File: src/rtl/if_fetch_unit.sv
// Instruction-fetch stage feeding the IF/ID register: owns the PC, keeps one request
// outstanding to variable-latency instruction memory, and absorbs stalls and redirects.
module if_fetch_unit #(
    parameter int               INS_ADDRESS = 9,
    parameter int               INS_W       = 32,
    parameter int               PC_STEP     = 4,
    parameter logic [INS_W-1:0] NOP_INST    = 32'h00000013
) (
    input  logic                   clk,
    input  logic                   rst,
    input  logic                   stall,
    input  logic                   redirect_en,
    input  logic [INS_ADDRESS-1:0] redirect_pc,
    output logic                   imem_req,
    output logic [INS_ADDRESS-1:0] imem_addr,
    input  logic                   imem_rvalid,
    input  logic [INS_W-1:0]       imem_rdata,
    output logic [INS_W-1:0]       INSTout,
    output logic [INS_ADDRESS-1:0] PCout,
    output logic                   valid_out
);

    typedef enum logic [2:0] {IDLE, REQ, WAIT, HOLD, DRAIN} state_t;

    localparam logic [INS_ADDRESS-1:0] STEP = INS_ADDRESS'(PC_STEP);

    state_t                 state_q, state_d;
    logic [INS_ADDRESS-1:0] pc_q, pc_d, pc_inc;
    logic [INS_ADDRESS-1:0] hold_pc_q, hold_pc_d;
    logic [INS_W-1:0]       hold_inst_q, hold_inst_d;
    logic [INS_ADDRESS-1:0] out_pc_q, out_pc_d;
    logic [INS_W-1:0]       out_inst_q, out_inst_d;
    logic                   out_valid_q, out_valid_d;
    logic                   accept, consume, req_int;

    assign pc_inc  = pc_q + STEP;
    assign accept  = !out_valid_q || !stall;
    assign consume = out_valid_q && !stall;

    // Requests are suppressed outright while reset is held, regardless of state.
    assign imem_req  = rst && req_int;
    assign INSTout   = out_inst_q;
    assign PCout     = out_pc_q;
    assign valid_out = out_valid_q;

    always_comb begin
        state_d     = state_q;
        pc_d        = pc_q;
        hold_pc_d   = hold_pc_q;
        hold_inst_d = hold_inst_q;
        out_pc_d    = out_pc_q;
        out_inst_d  = out_inst_q;
        out_valid_d = out_valid_q;
        req_int     = 1'b0;
        imem_addr   = pc_q;

        // A consumed instruction empties the output unless something reloads it below.
        if (consume) begin
            out_valid_d = 1'b0;
            out_inst_d  = NOP_INST;
        end

        if (redirect_en) begin
            pc_d        = redirect_pc;
            out_valid_d = 1'b0;
            out_inst_d  = NOP_INST;
            hold_pc_d   = '0;
            hold_inst_d = NOP_INST;
            case (state_q)
                IDLE:    state_d = IDLE;
                WAIT:    state_d = imem_rvalid ? REQ : DRAIN;
                DRAIN:   state_d = DRAIN;
                default: state_d = REQ;
            endcase
        end else begin
            case (state_q)
                IDLE: state_d = REQ;
                REQ: begin
                    req_int = 1'b1;
                    state_d = WAIT;
                end
                WAIT: begin
                    if (imem_rvalid) begin
                        pc_d = pc_inc;
                        if (accept) begin
                            out_inst_d  = imem_rdata;
                            out_pc_d    = pc_q;
                            out_valid_d = 1'b1;
                            req_int     = 1'b1;
                            imem_addr   = pc_inc;
                        end else begin
                            hold_inst_d = imem_rdata;
                            hold_pc_d   = pc_q;
                            state_d     = HOLD;
                        end
                    end
                end
                HOLD: begin
                    if (!stall) begin
                        out_inst_d  = hold_inst_q;
                        out_pc_d    = hold_pc_q;
                        out_valid_d = 1'b1;
                        state_d     = REQ;
                    end
                end
                DRAIN: begin
                    // The stale response is swallowed here; fetch restarts at the new PC.
                    if (imem_rvalid) begin
                        state_d = REQ;
                    end
                end
                default: state_d = IDLE;
            endcase
        end
    end

    always_ff @(posedge clk) begin
        if (!rst) begin
            state_q     <= IDLE;
            pc_q        <= '0;
            hold_pc_q   <= '0;
            hold_inst_q <= NOP_INST;
            out_pc_q    <= '0;
            out_inst_q  <= NOP_INST;
            out_valid_q <= 1'b0;
        end else begin
            state_q     <= state_d;
            pc_q        <= pc_d;
            hold_pc_q   <= hold_pc_d;
            hold_inst_q <= hold_inst_d;
            out_pc_q    <= out_pc_d;
            out_inst_q  <= out_inst_d;
            out_valid_q <= out_valid_d;
        end
    end

endmodule

File: config.mk
export PLATFORM = sky130hd
export DESIGN_NAME = if_fetch_unit
export DESIGN_NICKNAME = d
export VERILOG_FILES = /design/src/rtl/if_fetch_unit.sv
export SDC_FILE = /design/constraint.sdc
export NUM_CORES = 1
export LEC_CHECK = 0
export CAP_MARGIN = 20
export CORE_ASPECT_RATIO = 1.75
export CORE_MARGIN = 3
export CORE_UTILIZATION = 50
export DETAILED_ROUTE_END_ITERATION = 12
export GPL_ROUTABILITY_DRIVEN = 1
export PLACE_DENSITY = 0.81
export SETUP_SLACK_MARGIN = 0.1
export SYNTH_ARGS = -nofsm -noshare
export SYNTH_HDL_FRONTEND = slang
export SYNTH_SLANG_ARGS = --single-unit
File: constraint.sdc
create_clock -name clk -period 4.9 [get_ports clk]
set_input_delay 0.98 -clock clk [delete_from_list [all_inputs] [get_ports clk]]
set_output_delay 0.98 -clock clk [all_outputs]
set_load 0.02 [all_outputs]
* After elaboration in Yosys (flattened, before gate mapping)
Cells that the tools add are included.
Operators by class: equal/unequal tests 11, muxes and demuxes 33, add/sub/neg operators 1, bitwise gates (word level) 3, reduce and logical (&&, ||, !) cells 14
Operators with widths (number):
- two-way mux 32 bit | 4
- two-way mux 9 bit | 10
- case mux 32 bit (2 select lines) | 1
- two-way mux 3 bit | 6
- case mux 9 bit (2 select lines) | 1
- case mux 3 bit (5 select lines) | 1
- inequality test 3 bit, second input constant | 4
- adder 9 x 3 -> 9 bit, second input constant | 1
- case mux 3 bit (3 select lines) | 1
- two-way mux 1 bit | 7
- equality test 3 x 2 -> 1 bit, second input constant | 2
- inequality test 2 bit, second input constant | 3
- nonzero test 2 bit | 3
- AND reduction 5 bit | 1
- case mux 1 bit (2 select lines) | 2
- AND reduction 4 bit | 1
- equality test 3 x 1 -> 1 bit, second input constant | 1
- equality test 3 bit, second input constant | 1
- zero test 3 bit | 1
- NOT 1 bit | 3
- AND reduction 3 bit | 1
- logical AND 1 bit | 2
- zero test 1 bit | 2
- AND reduction 2 bit | 1
- 2 further kinds | 2
Word-level totals: output and inout port bits 52, bits of input ports 46, register bits after elaboration 95

* Logic depth before layout (Yosys ltp)
Gate-level depths: netlist (run 1).
depth after elaboration 7, gate-level depth with buffers 8

* Worst setup path after synthesis (run 1)
OpenSTA, ideal clock, no wires.
kind in2out, start input redirect_en, end output imem_addr[8], stages on the path 6, required time 3920 ps, data arrival time 2168 ps, setup slack 1752 ps, path through clkbuf_1 -> a21oi_1 -> and2_1 -> clkbuf_1 -> nand4_1 -> xnor2_1
On the way: longest elaborated chain between the ends 1
Ends and longest elaborated chain:
- from (decl) | line 12 | input logic redirect_en,
- two-way mux 9 bit | line 63 | if (redirect_en) begin
- to (decl) | line 15 | output logic [INS_ADDRESS-1:0] imem_addr,
Every way passes these cells.

* Worst setup path after layout (run 1)
start input imem_rvalid, end output imem_addr[8]
On the way: longest elaborated chain between the ends 3
Ends and longest elaborated chain:
- from (decl) | line 16 | input logic imem_rvalid,
- two-way mux 9 bit | line 83 | if (imem_rvalid) begin
- two-way mux 9 bit | line 76 | case (state_q)
- two-way mux 9 bit | line 63
Every way passes these cells.

==> results.toml, run 1 <==
[finish]
n_antenna_cell = 0
post-route-util = 0.692
final_net_count = 596
layout_stage_area_growth_over_the_synthesis_result_pct = 33.0
post_route_cells_drive_above_1_share = 0.0560

[cts]
clock-root-buffer = "clkbuf_16"
insertion_delay_ns = 0.34
tritoncts.num_buffers = 9
number_of_h_tree_levels = 3
cts_post_setup_buffers_inserted = 0
cts_buffer_depth = 2
cts.reportedPaths.clkPinSlew_ns = 0.06
tritoncts = "built"
cts_hold_buf = 0
clock-sinks = 95
postCtsResizedCells = 0

[global_route]
globalRoute.totalOverflow = 0
first_global_vias = 3451
grt_pass1_wl_um = 16200
grt_usage = 0.229
grt_antenna_before_repair = 0
grt_start_max_net_pins = 72

[synth]
synth_top_cells_by_area = "dfxtp_1 48%, nand2_1 13%, a22oi_1 6.2%, a21oi_1 5.9%, o21ai_0 3.5%"
post_synth_inst_count = 478
postSynthRegisterBits = 95
mappedNetlistArea_um2 = 3970
synthesis.area_per_instance_um2 = 8.30
yosysTopAreaCell = "dfxtp_1"
synth_seq_area_share = 0.480
synth_largest_type_area_fraction = 0.480
share_of_synthesized_registers_carrying_an_async_set_or_reset = 0
synth_enable_flop_cells = 0
synthesis.nets = 525
post_synth_num_cell_types = 35
synth_ff_type = "dfxtp_1"
ys.warnings.count = 0

[power]
cellInternalPower_mw = 1.40
comb_power_share = 0.079
power_density_nw_per_um2 = 336
vdd_drop_max_uv = 273
power.share.clock = 0.471
total_leakage_power_nw = 1.91
power.switching_mw = 0.371
report.power.total_mw = 1.77
seqPwrFrac = 0.450
swShare = 0.209

[hold_path]
path_category_of_the_worst_min_delay_check = "reg -> reg"
worst_hold_startpoint = "INSTout[11]$_SDFF_PP0_"

[worst_setup_path]
cp-end-kind = "output port"
worst-setup-path-type = "in -> out"
timing.critical_path.cells = "clkdlybuf4s50_1 -> and4bb_2 -> and2_1 -> nand4_1 -> xnor2_1 -> clkdlybuf4s50_1"
worstSetupStartpointType = "primary input"
critPathSlowestCell = "clkdlybuf4s50_1"
rr_startpoint = "state_q[1]$_SDFFE_PN0P_"
worst-path-max-fanout = 12
worst_setup_path_startpoint = "imem_rvalid"
critPathMostFrequentCell = "clkdlybuf4s50_1"
critical-path-max-stage-delay_ns = 0.61
timing.critical_path.required_ns = 3.92
critPathArrivalTime_ns = 3.24

[timing]
report.final.hold_viol_count = 0
fin_worst_skew_ns = 0.00416
timing.fmax_mhz = 237
setup_viol_count_final = 0
fin_crit_sh = 0.862
worst_slew_pin_slew_ns = 0.971
rsz_0062_raised_after_global_routing = "false"
worst_rel_slew_slack = 0.351
timing.final.max_slew_violations = 0
final.min_clock_period_ns = 4.22
finalSetupTns_ns = 0

[route]
drt_first_iter_violations = 281
drt_pre_antenna_iters = 5
count_of_vias_placed_by_the_detailed_router = 3585
vias_per_cell = 5.58
remaining_drc_errors = 0
detail-route-antenna-nets = 0
route.detailed.wl_per_inst_um = 15.7
drt-total-wl_um = 10000

[die]
core_area_um2 = 7620
core_rows = 42
design.portCount = 98
starting_density_of_the_core = 0.520
design.die.area_um2 = 9080
dieHeight_um = 124
dieWidth_um = 73.3

[placed_design]
io_buffers = 97
routabilityCongestion = 0.901
hpwl_um = 6760

[run_status]
outcome = "complete, no violations"

[job]
max-cap-violations = 0
==> cell usage after synthesis (2+ instances only) <==
master    count
nand2_1     136
a31oi_1       3
buf_2        17
o21ai_0      28
buf_6         2
xor2_1        5
xnor2_1       7
mux2i_1      12
nand3_1       8
nor2_1        5
nand4_1       4
o21ai_1      12
nand3b_1      2
nor3_1        2
a22oi_1      33
nor2b_1       5
o211a_1      10
inv_1         6
dfxtp_1      95
a21oi_1      47
nor4bb_1      2
and3_1        2
buf_4         5
clkbuf_1     19
==> state kept, by name (all words and copies together), names as in the netlist <==
signal / cells
valid_out: 1
pc_q: 9
PCout: 9
INSTout: 32
state_q: 3
hold_pc_q: 9
hold_inst_q: 32
==> worst paths after layout <==
| path | endpoint | slack, ns | depth (start not counted) |
|---|---|---|---|
| worst min register to register | INSTout[11]$_SDFF_PP0_ | 0.45 | 2 |
| worst max-delay path | imem_addr[8] | 0.68 | 6 |
| worst min-delay path | INSTout[11]$_SDFF_PP0_ | 0.45 | 2 |
| worst max register to register | hold_inst_q[1]$_SDFFE_PP1P_ | 2.63 | 4 |
==> area by class of cell <==
| class | instances | area, µm² |
|---|---|---|
| inverter | 6 | 22.5 |
| multi-input combinational | 333 | 1860 |
| tap | 88 | 110 |
| fill | 625 | 2340 |
| timing repair buffer | 104 | 1020 |
| sequential | 95 | 1900 |
| clock inverter | 7 | 135 |
| clock buffer | 9 | 225 |
==> layout by cell type, fill, tap and decap left out, types with 4 or more instances in the layout <==
cell type	Yosys	final
nand2_1	136	136
clkdlybuf4s50_1	0	97
dfxtp_1	95	95
a21oi_1	47	47
a22oi_1	33	33
o21ai_0	28	28
o21ai_1	12	12
mux2i_1	12	12
o211a_1	10	10
clkbuf_16	0	9
xnor2_1	7	7
nand3_1	8	7
buf_4	5	7
inv_1	6	6
nor2b_1	5	5
xor2_1	5	5
nand4_1	4	4
nor2_1	5	4
bufinv_16	0	4
==> worst max-delay path, delay by kind of cell <==
kind                   cells  cell delay [ns]
AND/OR/NAND/NOR            3             0.88
buffers and inverters      2             1.21
XOR/XNOR                   1             0.16
==> cells by family after synthesis <==
family	count (synthesis)	share of synthesized area
and+or+nand+nor	171	0.183
DFF	95	0.480
adders and majority gates	1	0.00316
muxes	12	0.0303
AOI/OAI and AO/OA	137	0.216
xor gates and xnor gates	12	0.0265
buffers and inverters	50	0.0612
==> stage by stage <==
stage	instances	hold WS [ns]	area, µm²	setup WS [ns]
floorplan	478	0.436	3970	1.75
global placement	626	0.441	4910	0.743
detailed placement	626	0.444	4910	0.681
CTS	642	0.453	5280	0.683
global route	642	0.462	5280	0.494
finish	642	0.451	5280	0.675
==> metal layers <==
layer  up-vias  GRT usage  part of all wire  routed length (µm)
li1       1780          -                 -                   -
met1      1693      0.243              0.37                3710
met2        99      0.427              0.56                5670
met3        13     0.0565             0.051                 515
met4         0     0.0839             0.015                 155
met5         -          0                 0                   0
==> power groups by stage <==
stage | clock network [mW] | registers [mW] | logic, mW
5_1_grt | 0.875 | 0.799 | 0.152
4_1_cts | 0.845 | 0.797 | 0.141
3_5_place_dp | 0 | 0.815 | 0.140
6_report | 0.835 | 0.798 | 0.140
2_1_floorplan | 0 | 0.810 | 0.0710
3_3_place_gp | 0 | 0.814 | 0.139
No activity file was read; power rests on OpenSTA's default activity.
==> run 2: changes to the inputs <==
--- a/config.mk
+++ b/config.mk
@@ -7,11 +7,11 @@
 export LEC_CHECK = 0
 export CAP_MARGIN = 20
 export CORE_ASPECT_RATIO = 1.75
-export CORE_MARGIN = 3
-export CORE_UTILIZATION = 50
+export CORE_MARGIN = 2
+export CORE_UTILIZATION = 49
 export DETAILED_ROUTE_END_ITERATION = 12
 export GPL_ROUTABILITY_DRIVEN = 1
-export PLACE_DENSITY = 0.81
+export PLACE_DENSITY = 0.79
 export SETUP_SLACK_MARGIN = 0.1
 export SYNTH_ARGS = -nofsm -noshare
 export SYNTH_HDL_FRONTEND = slang
==> constraint.sdc (replaced) <==
create_clock -name clk -period 4.3 [get_ports clk]
set_input_delay 0.86 -clock clk [delete_from_list [all_inputs] [get_ports clk]]
set_output_delay 0.86 -clock clk [all_outputs]
set_load 0.02 [all_outputs]
==> results.toml, run 2 (synthesis results as in run 1) <==
[timing]
timing.fmax_mhz = 264
finalSetupTns_ns = 0
report.final.hold_viol_count = 0
worst_rel_slew_slack = 0.335
worst_slew_pin_slew_ns = 0.994
final.min_clock_period_ns = 3.78
fin_crit_sh = 0.880
rsz_0062_raised_after_global_routing = "false"
fin_worst_skew_ns = 0.00727
timing.final.max_slew_violations = 0
setup_viol_count_final = 0

[finish]
layout_stage_area_growth_over_the_synthesis_result_pct = 32.6
layout_common_cells = "136 x nand2_1, 97 x clkdlybuf4s50_1, 95 x dfxtp_1"
layout_commonest_cell = "nand2_1"
final_net_count = 599
post_route_cell_area_um2 = 5260
n_antenna_cell = 0
nFillCells = 643
post_route_cells_drive_above_1_share = 0.0576
regArea_um2 = 1900
multi_input_comb_area_um2 = 1860

[die]
starting_density_of_the_core = 0.501
dieHeight_um = 123
core_area_um2 = 7910
design.die.area_um2 = 8860
core_rows = 43
dieWidth_um = 72
design.portCount = 98

[cts]
cts_buffer_depth = 2
tritoncts.num_buffers = 9
cts_post_setup_buffers_inserted = 0
clock-root-buffer = "clkbuf_16"
postCtsResizedCells = 0
number_of_h_tree_levels = 3
cts.reportedPaths.clkPinSlew_ns = 0.06
clock-sinks = 95
cts_hold_buf = 0
tritoncts = "built"
insertion_delay_ns = 0.34

[route]
count_of_vias_placed_by_the_detailed_router = 3610
wirelength_met1_um = 3820
routed-wl-met2_um = 5600
top_layer = "met4"
detail-route-antenna-nets = 0
vias_per_cell = 5.59
drt-total-wl_um = 10100
drt_first_iter_violations = 260
remaining_drc_errors = 0
route.detailed.wl_per_inst_um = 15.7
dr_wl_met3_um = 442
drt_pre_antenna_iters = 5

[worst_setup_path]
critPathArrivalTime_ns = 2.92
worst-path-buf-inv = 2
cp-end-kind = "output port"
critPathSlowestCell = "clkdlybuf4s50_1"
critical-path-max-stage-delay_ns = 0.62
timing.critical_path.required_ns = 3.44
critPathTopFamily = "buffers and inverters"
critPathMostFrequentCell = "clkdlybuf4s50_1"
timing.critical_path.cells = "clkdlybuf4s50_1 -> and4bb_2 -> and2_1 -> nand4_1 -> xnor2_1 -> clkdlybuf4s50_1"
worstSetupStartpointType = "primary input"
worst-path-max-fanout = 8
worst-setup-path-type = "in -> out"

[global_route]
globalRoute.totalOverflow = 0
grt_start_max_net_pins = 72
grt_antenna_before_repair = 0
first_global_vias = 3423
grt_pass1_wl_um = 16200
grt_usage = 0.234

[placed_design]
routabilityCongestion = 0.906
io_buffers = 97
hpwl_um = 6830
post_dp_cell_area_um2 = 4960

[power]
power_density_nw_per_um2 = 355
total_leakage_power_nw = 1.89
report.power.total_mw = 1.87
vdd_drop_max_uv = 320

[job]
max-cap-violations = 0

[run_status]
outcome = "complete, no violations"

[hold_path]
path_category_of_the_worst_min_delay_check = "reg -> reg"
## run 2: through the flow
| step | hold WS, ns | util | std cells | setup slack (ns) |
|---|---|---|---|---|
| global placement | 0.435 | 0.627 | 631 | 0.589 |
| global route | 0.474 | 0.665 | 646 | 0.407 |
| CTS | 0.454 | 0.665 | 646 | 0.515 |
| floorplan | 0.436 | - | 478 | 1.39 |
| detailed placement | 0.443 | 0.627 | 631 | 0.530 |
| finish | 0.453 | 0.665 | 646 | 0.517 |
## run 2: layout make-up
cell class / instances / area share
inverters: 6 / 0.00428
multi-input cells: 333 / 0.355
flip-flops and latches: 95 / 0.362
repair buffers: 107 / 0.201
clock inverters: 3 / 0.00809
well taps: 90 / 0.0214
clock buffers: 12 / 0.0488
## run 2: tightest hold or removal path, stage by stage, from the launching register on
cell,delay (ns)
dfxtp_1,0.31
nand2_1,0.05
a21oi_1,0.05
## run 2: worst paths after layout
kind	startpoint	to	slack (ns)	cells past startpoint
worst max-delay path	imem_rvalid	imem_addr[8]	0.52	6
worst min-delay path	hold_inst_q[29]$_SDFFE_PP0P_	hold_inst_q[29]$_SDFFE_PP0P_	0.45	2
worst max register to register	state_q[1]$_SDFFE_PN0P_	INSTout[18]$_SDFF_PP0_	2.01	4
worst min register to register	hold_inst_q[29]$_SDFFE_PP0P_	hold_inst_q[29]$_SDFFE_PP0P_	0.45	2
## run 2: routing by layer
| metal | track usage | up-vias |
|---|---|---|
| li1 | - | 1781 |
| met1 | 0.254 | 1702 |
| met2 | 0.431 | 109 |
| met3 | 0.0399 | 18 |
| met4 | 0.113 | 0 |
| met5 | 0 | - |
## run 2: where the power goes
part	internal [mW]	leakage [nW]	switching, mW	total (mW)
combinational	0.0846	0.979	0.0786	0.163
sequential	0.891	0.768	0.0181	0.910
clock	0.478	0.145	0.314	0.792
==> run 3: changes to the inputs <==
--- a/config.mk
+++ b/config.mk
@@ -6,7 +6,6 @@
 export NUM_CORES = 1
 export LEC_CHECK = 0
 export CAP_MARGIN = 20
-export CORE_ASPECT_RATIO = 1.75
 export CORE_MARGIN = 2
 export CORE_UTILIZATION = 49
 export DETAILED_ROUTE_END_ITERATION = 12
==> results.toml, run 3 (synthesis results as in run 1) <==
[cts]
cts.reportedPaths.clkPinSlew_ns = 0.10
clock-sinks = 95
cts_hold_buf = 0
number_of_h_tree_levels = 3
cts_post_setup_buffers_inserted = 0
clock-root-buffer = "clkbuf_8"
cts_buffer_depth = 2
insertion_delay_ns = 0.35
tritoncts.num_buffers = 9
postCtsResizedCells = 0
tritoncts = "built"

[placed_design]
io_buffers = 97
post_dp_cell_area_um2 = 4950
routabilityCongestion = 0.853
hpwl_um = 6580

[timing]
rsz_0062_raised_after_global_routing = "false"
timing.fmax_mhz = 266
fin_crit_sh = 0.873
finalSetupTns_ns = 0
setup_viol_count_final = 0
worst_rel_slew_slack = 0.355
report.final.hold_viol_count = 0
final.min_clock_period_ns = 3.76
fin_worst_skew_ns = 0.0133
worst_slew_pin_slew_ns = 0.965
timing.final.max_slew_violations = 0

[worst_setup_path]
timing.critical_path.required_ns = 3.44
critPathArrivalTime_ns = 2.90
worst-path-buf-inv = 2
worst-path-max-fanout = 8
critical-path-max-stage-delay_ns = 0.62
cp-end-kind = "output port"
worst_r2r_path_depth = 6
worst-setup-path-type = "in -> out"
critPathTopFamily = "buffers and inverters"
critPathMostFrequentCell = "clkdlybuf4s50_1"
cp_num_cells = 6
timing.critical_path.cells = "clkdlybuf4s50_1 -> and4bb_2 -> and2_1 -> nand4_1 -> xnor2_1 -> clkdlybuf4s50_1"
critPathSlowestCell = "clkdlybuf4s50_1"
worstSetupStartpointType = "primary input"

[route]
drt_pre_antenna_iters = 4
remaining_drc_errors = 0
detail-route-antenna-nets = 0
drt_first_iter_violations = 136
vias_per_cell = 5.43
drt-total-wl_um = 9810
route.detailed.wl_per_inst_um = 14.9
count_of_vias_placed_by_the_detailed_router = 3579

[die]
dieHeight_um = 94.0
design.portCount = 98
design.die.area_um2 = 8830
starting_density_of_the_core = 0.510
core_rows = 32
dieWidth_um = 94.0
core_area_um2 = 7770

[finish]
post_route_cell_area_um2 = 5150
n_antenna_cell = 0
post_route_cells_drive_above_1_share = 0.0575
final_net_count = 599
layout_common_cells = "136 x nand2_1, 97 x clkdlybuf4s50_1, 95 x dfxtp_1"
layout_stage_area_growth_over_the_synthesis_result_pct = 29.8
layout_commonest_cell = "nand2_1"

[job]
max-cap-violations = 0

[hold_path]
worstHoldPathCells = 2
path_category_of_the_worst_min_delay_check = "reg -> reg"

[power]
total_leakage_power_nw = 1.84
report.power.total_mw = 1.66
vdd_drop_max_uv = 221
power_density_nw_per_um2 = 322

[global_route]
grt_pass1_wl_um = 16300
grt_start_max_net_pins = 72
grt_usage = 0.232
first_global_vias = 3482
grt_antenna_before_repair = 0
globalRoute.totalOverflow = 0

[run_status]
outcome = "complete, no violations"
## run 3: stage by stage
step | hold slack, ns | worst slack, ns | instances | util
after CTS | 0.455 | 0.547 | 659 | 0.663
after floorplan | 0.436 | 1.39 | 478 | -
final | 0.451 | 0.544 | 659 | 0.663
after detailed placement | 0.441 | 0.552 | 643 | 0.637
after global placement | 0.436 | 0.559 | 643 | 0.637
after global routing | 0.481 | 0.420 | 659 | 0.663
## run 3: layout make-up
class / count / area, µm²
Clock buffer: 10 / 128
Sequential cell: 95 / 1900
Timing Repair Buffer: 107 / 1050
Tap cell: 102 / 128
Clock inverter: 6 / 68.8
Multi-Input combinational cell: 333 / 1850
Fill cell: 680 / 2620
Inverter: 6 / 22.5
## run 3: final timing paths
kind | startpoint | end | slack (ns)
max | imem_rvalid | imem_addr[8] | 0.54
min | INSTout[8]$_SDFF_PP0_ | INSTout[8]$_SDFF_PP0_ | 0.45
max reg2reg | state_q[0]$_SDFFE_PN0P_ | hold_pc_q[6]$_SDFFE_PP0P_ | 2.05
min reg2reg | INSTout[8]$_SDFF_PP0_ | INSTout[8]$_SDFF_PP0_ | 0.45
## run 3: report_power, final
part	internal, mW	total (mW)	switching (mW)	leakage (nW)
Combinational	0.0830	0.160	0.0766	0.973
Sequential	0.891	0.908	0.0178	0.768
Clock	0.275	0.590	0.315	0.103
Total	1.25	1.66	0.410	1.84
## run 3: worst reg2reg max path, delay by kind of cell (launching register included)
kind                   cells  cell delay [ns]
AOI/OAI and AO/OA          1             0.16
buffers and inverters      2             0.60
DFF                        1             0.57
and+or+nand+nor            3             0.86
## run 3: per-layer routing
layer	share of wire	track usage	vias to the layer above
li1	-	-	1778
met1	0.45	0.288	1697
met2	0.48	0.387	96
met3	0.058	0.0738	8
met4	0.0091	0.0616	0
met5	0	0	-
